### config.mk
export PLATFORM = sky130hd
export DESIGN_NAME = mux_n_pipe_flat
export DESIGN_NICKNAME = d
export VERILOG_FILES = /design/src/rtl/mux_n_pipe_pkg.sv /design/src/rtl/mux_n_pipe_if.sv /design/src/rtl/mux_n_pipe_comb.sv /design/src/rtl/mux_n_pipe.sv /design/src/flat_wrapper.sv
export SDC_FILE = /design/constraint.sdc
export NUM_CORES = 1
export LEC_CHECK = 0
export ABC_AREA = 1
export CORE_MARGIN = 3
export CORE_UTILIZATION = 36
export CTS_CLUSTER_SIZE = 30
export DETAILED_ROUTE_END_ITERATION = 12
export HOLD_SLACK_MARGIN = 0.06
export PLACE_DENSITY = 0.83
export SLEW_MARGIN = 20
export SYNTH_ARGS = -nofsm -noshare
export SYNTH_HDL_FRONTEND = slang
export SYNTH_SLANG_ARGS = --single-unit
### constraint.sdc
create_clock -name clk -period 1.9 [get_ports clk]
set_input_delay 0.285 -clock clk [delete_from_list [all_inputs] [get_ports clk]]
set_output_delay 0.285 -clock clk [all_outputs]
set_load 0.01 [all_outputs]
### src/rtl/mux_n_pipe_pkg.sv
// Shared definitions for the datapath selectors: selector-width helper,
// default substitution value, selector codes and the output-stage states.
package mux_pkg;

    localparam int DEFAULT_VAL_C = 0;

    // Selector width for an n-way mux; never narrower than one bit.
    function automatic int sel_width(input int n);
        int w;
        w = 1;
        while ((1 << w) < n) w++;
        return w;
    endfunction

    typedef enum logic [1:0] {
        PC_SRC_SEQ    = 2'd0,
        PC_SRC_BRANCH = 2'd1,
        PC_SRC_JUMP   = 2'd2,
        PC_SRC_TRAP   = 2'd3
    } pc_src_e;

    typedef enum logic [2:0] {
        ALU_A_RS1  = 3'd0,
        ALU_A_PC   = 3'd1,
        ALU_A_ZERO = 3'd2
    } alu_a_e;

    typedef enum logic [2:0] {
        ALU_B_RS2  = 3'd0,
        ALU_B_IMM  = 3'd1,
        ALU_B_FOUR = 3'd2,
        ALU_B_CSR  = 3'd3,
        ALU_B_MEM  = 3'd4
    } alu_b_e;

    typedef enum logic {
        EMPTY = 1'b0,
        FULL  = 1'b1
    } pipe_state_e;

endpackage

### src/rtl/mux_n_pipe_if.sv
// Handshake and data bundle for mux_n_pipe; master drives inputs, slave is the selector.
interface mux_n_pipe_if
    import mux_pkg::*;
#(
    parameter int W = 32,
    parameter int N = 5
);
    localparam int SW = sel_width(N);

    logic [N*W-1:0] in_data;
    logic [SW-1:0]  sel;
    logic           sel_load;
    logic           sel_hold;
    logic           in_valid;
    logic           in_ready;
    logic [W-1:0]   out_data;
    logic           out_valid;
    logic           out_ready;
    logic [SW-1:0]  out_sel;
    logic           sel_err;

    modport master (
        output in_data, sel, sel_load, sel_hold, in_valid, out_ready,
        input  in_ready, out_data, out_valid, out_sel, sel_err
    );

    modport slave (
        input  in_data, sel, sel_load, sel_hold, in_valid, out_ready,
        output in_ready, out_data, out_valid, out_sel, sel_err
    );

endinterface

### src/rtl/mux_n_pipe_comb.sv
// Purely combinational N-way, W-bit selector; out-of-range selectors yield DEFAULT_VAL.
module mux_n_comb
    import mux_pkg::*;
#(
    parameter int             W           = 32,
    parameter int             N           = 5,
    parameter logic [W-1:0]   DEFAULT_VAL = W'(DEFAULT_VAL_C)
) (
    input  logic [N*W-1:0]          in_data,
    input  logic [sel_width(N)-1:0] sel,
    output logic [W-1:0]            out_data
);
    localparam int SW = sel_width(N);

    // Explicit compare per input so codes >= N can never alias a real input.
    always_comb begin
        out_data = DEFAULT_VAL;
        for (int k = 0; k < N; k++) begin
            if (sel == SW'(k)) out_data = in_data[k*W +: W];
        end
    end

endmodule

### src/rtl/mux_n_pipe.sv
// Registered N-way selector with valid/ready handshake and latchable selector.
// Optional sticky out-of-range flag enabled by defining MUX_SEL_CHECK_EN.
module mux_n_pipe
    import mux_pkg::*;
#(
    parameter int           W           = 32,
    parameter int           N           = 5,
    parameter logic [W-1:0] DEFAULT_VAL = W'(DEFAULT_VAL_C)
) (
    input  logic         clk,
    input  logic         reset,
    mux_n_pipe_if.slave  bus
);
    localparam int SW = sel_width(N);

    logic [SW-1:0] sel_q;
    logic [SW-1:0] eff_sel;
    logic [W-1:0]  sel_data;
    logic          accept;
    logic          vld_p1;
    logic [W-1:0]  out_data_p1;
    logic [SW-1:0] out_sel_p1;
    logic          sel_err_q;
    pipe_state_e   state_q, state_d;

    // A load in the same cycle as hold still uses the previous sel_q.
    assign eff_sel = bus.sel_hold ? sel_q : bus.sel;

    mux_n_comb #(
        .W           (W),
        .N           (N),
        .DEFAULT_VAL (DEFAULT_VAL)
    ) u_comb (
        .in_data  (bus.in_data),
        .sel      (eff_sel),
        .out_data (sel_data)
    );

    always_comb begin
        state_d      = state_q;
        bus.in_ready = reset && ((state_q == EMPTY) || bus.out_ready);
        accept       = bus.in_valid && bus.in_ready;
        case (state_q)
            EMPTY: if (accept) state_d = FULL;
            FULL: begin
                if (accept)             state_d = FULL;
                else if (bus.out_ready) state_d = EMPTY;
            end
            default: state_d = EMPTY;
        endcase
    end

    assign vld_p1 = (state_q == FULL);

    // Stage p1: output register, updated only on accept so stalls hold data.
    always_ff @(posedge clk or negedge reset) begin
        if (!reset) begin
            state_q     <= EMPTY;
            sel_q       <= '0;
            out_data_p1 <= DEFAULT_VAL;
            out_sel_p1  <= '0;
        end else begin
            state_q <= state_d;
            if (bus.sel_load) sel_q <= bus.sel;
            if (accept) begin
                out_data_p1 <= sel_data;
                out_sel_p1  <= eff_sel;
            end
        end
    end

`ifdef MUX_SEL_CHECK_EN
    logic eff_oob;
    logic load_oob;

    assign eff_oob  = (32'(eff_sel) >= 32'(N));
    assign load_oob = (32'(bus.sel) >= 32'(N));

    always_ff @(posedge clk or negedge reset) begin
        if (!reset) sel_err_q <= 1'b0;
        else if ((accept && eff_oob) || (bus.sel_load && load_oob)) sel_err_q <= 1'b1;
    end
`else
    assign sel_err_q = 1'b0;
`endif

    assign bus.out_data  = out_data_p1;
    assign bus.out_valid = vld_p1;
    assign bus.out_sel   = out_sel_p1;
    assign bus.sel_err   = sel_err_q;

endmodule

### src/flat_wrapper.sv
// flat-port wrapper written by rule: the top's interface ports become plain ports
module mux_n_pipe_flat import mux_pkg::*;
#(
    parameter int           W           = 32,
    parameter int           N           = 5,
    parameter logic [W-1:0] DEFAULT_VAL = W'(DEFAULT_VAL_C)
)
  (clk, reset, bus_in_data, bus_sel, bus_sel_load, bus_sel_hold, bus_in_valid, bus_out_ready, bus_in_ready, bus_out_data, bus_out_valid, bus_out_sel, bus_sel_err);
  mux_n_pipe_if #(.W(W), .N(N)) bus_i ();
  input  logic clk;
  input  logic reset;
  input wire logic [$bits(bus_i.in_data)-1:0] bus_in_data;
  input wire logic [$bits(bus_i.sel)-1:0] bus_sel;
  input wire logic [$bits(bus_i.sel_load)-1:0] bus_sel_load;
  input wire logic [$bits(bus_i.sel_hold)-1:0] bus_sel_hold;
  input wire logic [$bits(bus_i.in_valid)-1:0] bus_in_valid;
  input wire logic [$bits(bus_i.out_ready)-1:0] bus_out_ready;
  output wire logic [$bits(bus_i.in_ready)-1:0] bus_in_ready;
  output wire logic [$bits(bus_i.out_data)-1:0] bus_out_data;
  output wire logic [$bits(bus_i.out_valid)-1:0] bus_out_valid;
  output wire logic [$bits(bus_i.out_sel)-1:0] bus_out_sel;
  output wire logic [$bits(bus_i.sel_err)-1:0] bus_sel_err;
  assign bus_i.in_data = bus_in_data;
  assign bus_i.sel = bus_sel;
  assign bus_i.sel_load = bus_sel_load;
  assign bus_i.sel_hold = bus_sel_hold;
  assign bus_i.in_valid = bus_in_valid;
  assign bus_i.out_ready = bus_out_ready;
  assign bus_in_ready = bus_i.in_ready;
  assign bus_out_data = bus_i.out_data;
  assign bus_out_valid = bus_i.out_valid;
  assign bus_out_sel = bus_i.out_sel;
  assign bus_sel_err = bus_i.sel_err;
  mux_n_pipe #(.W(W), .N(N), .DEFAULT_VAL(DEFAULT_VAL)) u_core (.clk(clk), .reset(reset), .bus(bus_i));
endmodule
==> flow_summary.ini <==
[worst_setup_path]
path_class = in2out
critPathBufInv = 2
critical-path-slowest-cell = clkdlybuf4s50_1
crit_family = buffers and inverters
cp_slowest_stage_delay_ps = 490
cp.arrival_ps = 1500
r2r_cells = 7
critical_path_depth = 4
required_ps = 1620
cp-start-kind = primary input
cp-end-kind = primary output
crit_path_cell_trace = clkdlybuf4s50_1 > nor2_1 > nor2_1 > clkdlybuf4s50_1
worstPathMaxFanout = 2

[hold_path]
worstHoldPathType = in2async

[synth]
synth_nets = 615
syn_inst = 446
yosys_register_bits = 39
avgSynthCellArea_um2 = 6.750
synth_commonest_cells = 147 x nand2_1, 64 x nand3_1, 64 x nand4_1
synth.most_common_cell = nand2_1
synthTopCellsByArea = dfrtp_1 32%, nand2_1 18%, nand4_1 13%
synth_edf_count = 0
synthArstFlopShare_pct = 100.0
seq_area_frac_synth_pct = 32.42
ys.warnings.count = 0
synth_top_area_share_pct = 32.42
mappedNetlistArea_um2 = 3010
synth_top_flop_cell = dfrtp_1
synth.distinct_cells = 22
synth_top_area_cell = dfrtp_1

[floorplanning]
initial_core_util_pct = 37.97
die-area_um2 = 9496
die_x_um = 97.45
ios = 207
fp.dieH_um = 97.45
core_um2 = 7928
core.rowCount = 32

[cells_and_area]
final_nets = 806
layout.cells.non_filler = 739
fill_cells = 651
drive_gt1_share_pct = 6.279
syn_to_final_growth_pct = 77.02
fin_util_pct = 67.22
antenna_cells = 0

[power_and_ir_drop]
p_int_w = 0.002099
switching_share_pct = 33.51
clkPwrFrac_pct = 18.1
power.switching_w = 0.001058
ir_worst_vdd_mv = 0.3664
seqPwrFrac_pct = 34.6
power_leakage_nw = 2.561
power_density_nw_per_um2 = 592.4
p_comb_share_pct = 47.3

[route]
vias_per_cell = 5.545
wl_per_cell_um = 17.27
ant_nets = 0
drt_iter0_markers = 236
vias = 4098
firstDrtPassIters = 4
wirelength_um = 12760
route.detailed.drc = 0

[timing]
maxSlewHeadroom_pct = 65.71
setup_viol = 0
skew_ps = 6.823
hold_violations = 0
tightest_slew_ps = 514.3
max_clock_freq_mhz = 559.9
layout_min_cycle_time_ps = 1786
post-route-period-util_pct = 94.00
slew_violations = 0
rsz0062_at_grt = no
fin_hold_ws_ps = 117.9

[global_route]
globalRouteOverflowTotal = 0
grt_pass1_wl_um = 20390
antenna_found_initial = 0
grt_usage_pct = 25.95
grt_pass1_vias = 4019
grt_max_degree = 40

[run_status]
status = completed

[place]
io_buffers = 205
gp_routability_congestion = 0.9482
dp_cells = 732
hpwlAfterDp_um = 9659

[clocking]
postCtsResizedCells = 0
cts-root-buf = clkbuf_8
cts.sinks = 39
cts_tree = yes
htree_levels = 2
insertion_delay_ps = 290
clockBufferDepth = 2
cts_hold_buf = 0
clk_pin_slew_ps = 80
post_cts_buffers = 0
cts_inserted_buffers = 5

[job]
drv_cap = 0
## metal layers
metal	vias to the layer above	routed length, µm	GRT usage, %
met3	26	1193	5.743
met2	225	6316	44.02
met4	0	330	8.520
li1	1938	-	-
met5	-	0	0
met1	1909	4922	32.68
## sequential cells by signal, indices dropped and copies added (netlist names)
register and flops:
u_core.sel_q 3, u_core.bus.out_valid 1, u_core.bus.out_sel 3, u_core.bus.out_data 32
## cell type report
class                   count  area, µm²  share of cell area (%)
clock buffers               6      82.58                   1.550
flip-flops and latches     39      975.9                   18.31
well taps                 102      127.6                   2.395
inverters                   9      36.28                  0.6809
clock inverters             1      5.005                 0.09392
multi-input cells         355       1789                   33.58
repair buffers            227       2312                   43.39
## cell usage in the layout (no fill, tap or decap)
cell type / n
nor2_1: 2
o21bai_1: 32
nand2_2: 3
nor2_2: 2
conb_1: 1
clkbuf_8: 6
nand2_1: 146
clkdlybuf4s50_1: 204
dfrtp_1: 39
nor3b_4: 1
o21ai_1: 29
buf_2: 1
inv_4: 1
nand4_1: 64
inv_1: 7
mux2_2: 1
o21ai_0: 9
nand3_1: 64
inv_2: 1
buf_12: 8
buf_4: 14
nand3_4: 1
clkinv_2: 1
## final timing paths
kind	from	slack [ps]	endpoint
max reg2reg	u_core.bus.out_valid	400	u_core.bus.out_data[23]
min	reset	120	u_core.bus.out_data[14]
min reg2reg	u_core.bus.out_data[14]	480	u_core.bus.out_data[14]
max	bus_out_ready	110	bus_in_ready
min in group clk	u_core.bus.out_data[14]	480	u_core.bus.out_data[14]
max in group asynchronous	reset	1420	u_core.bus.out_data[21]
## metrics by stage
stage	total power (W)	cell area (µm²)	TNS [ps]	setup WS [ps]
floorplan	0.001673	3010	0	496.6
global placement	0.002567	5241	-52.28	-16.64
detailed placement	0.002596	5241	-1619	-100.6
CTS	0.003179	5329	0	87.98
global route	0.003342	5329	0	73.80
finish	0.003157	5329	0	114.1
## power by group through the flow
stage / registers [W] / logic (W) / clock network [W]
after floorplan: 0.00117 / 0.000507 / 0
after global placement: 0.00110 / 0.00146 / 0
after detailed placement: 0.00110 / 0.00149 / 0
after CTS: 0.00109 / 0.00150 / 0.000590
after global routing: 0.00111 / 0.00160 / 0.000628
final: 0.00109 / 0.00149 / 0.000571
## kinds of logic after synthesis
group	synth area share (%)
buffers and inverters	8.437
AND/OR/NAND/NOR	44.35
other	0.1246
flip-flops	32.42
multiplexers	0.3740
AO/OA/AOI/OAI	14.30
## worst reg2reg max path, cell delays in order (launching register included)
cell and delay, ps:
dfrtp_1 390, inv_1 80, nor2_1 70, nor3b_4 300
buf_4 280, o21ai_1 100, o21bai_1 160, nand2_1 60
(Power assumes the default switching activity.)
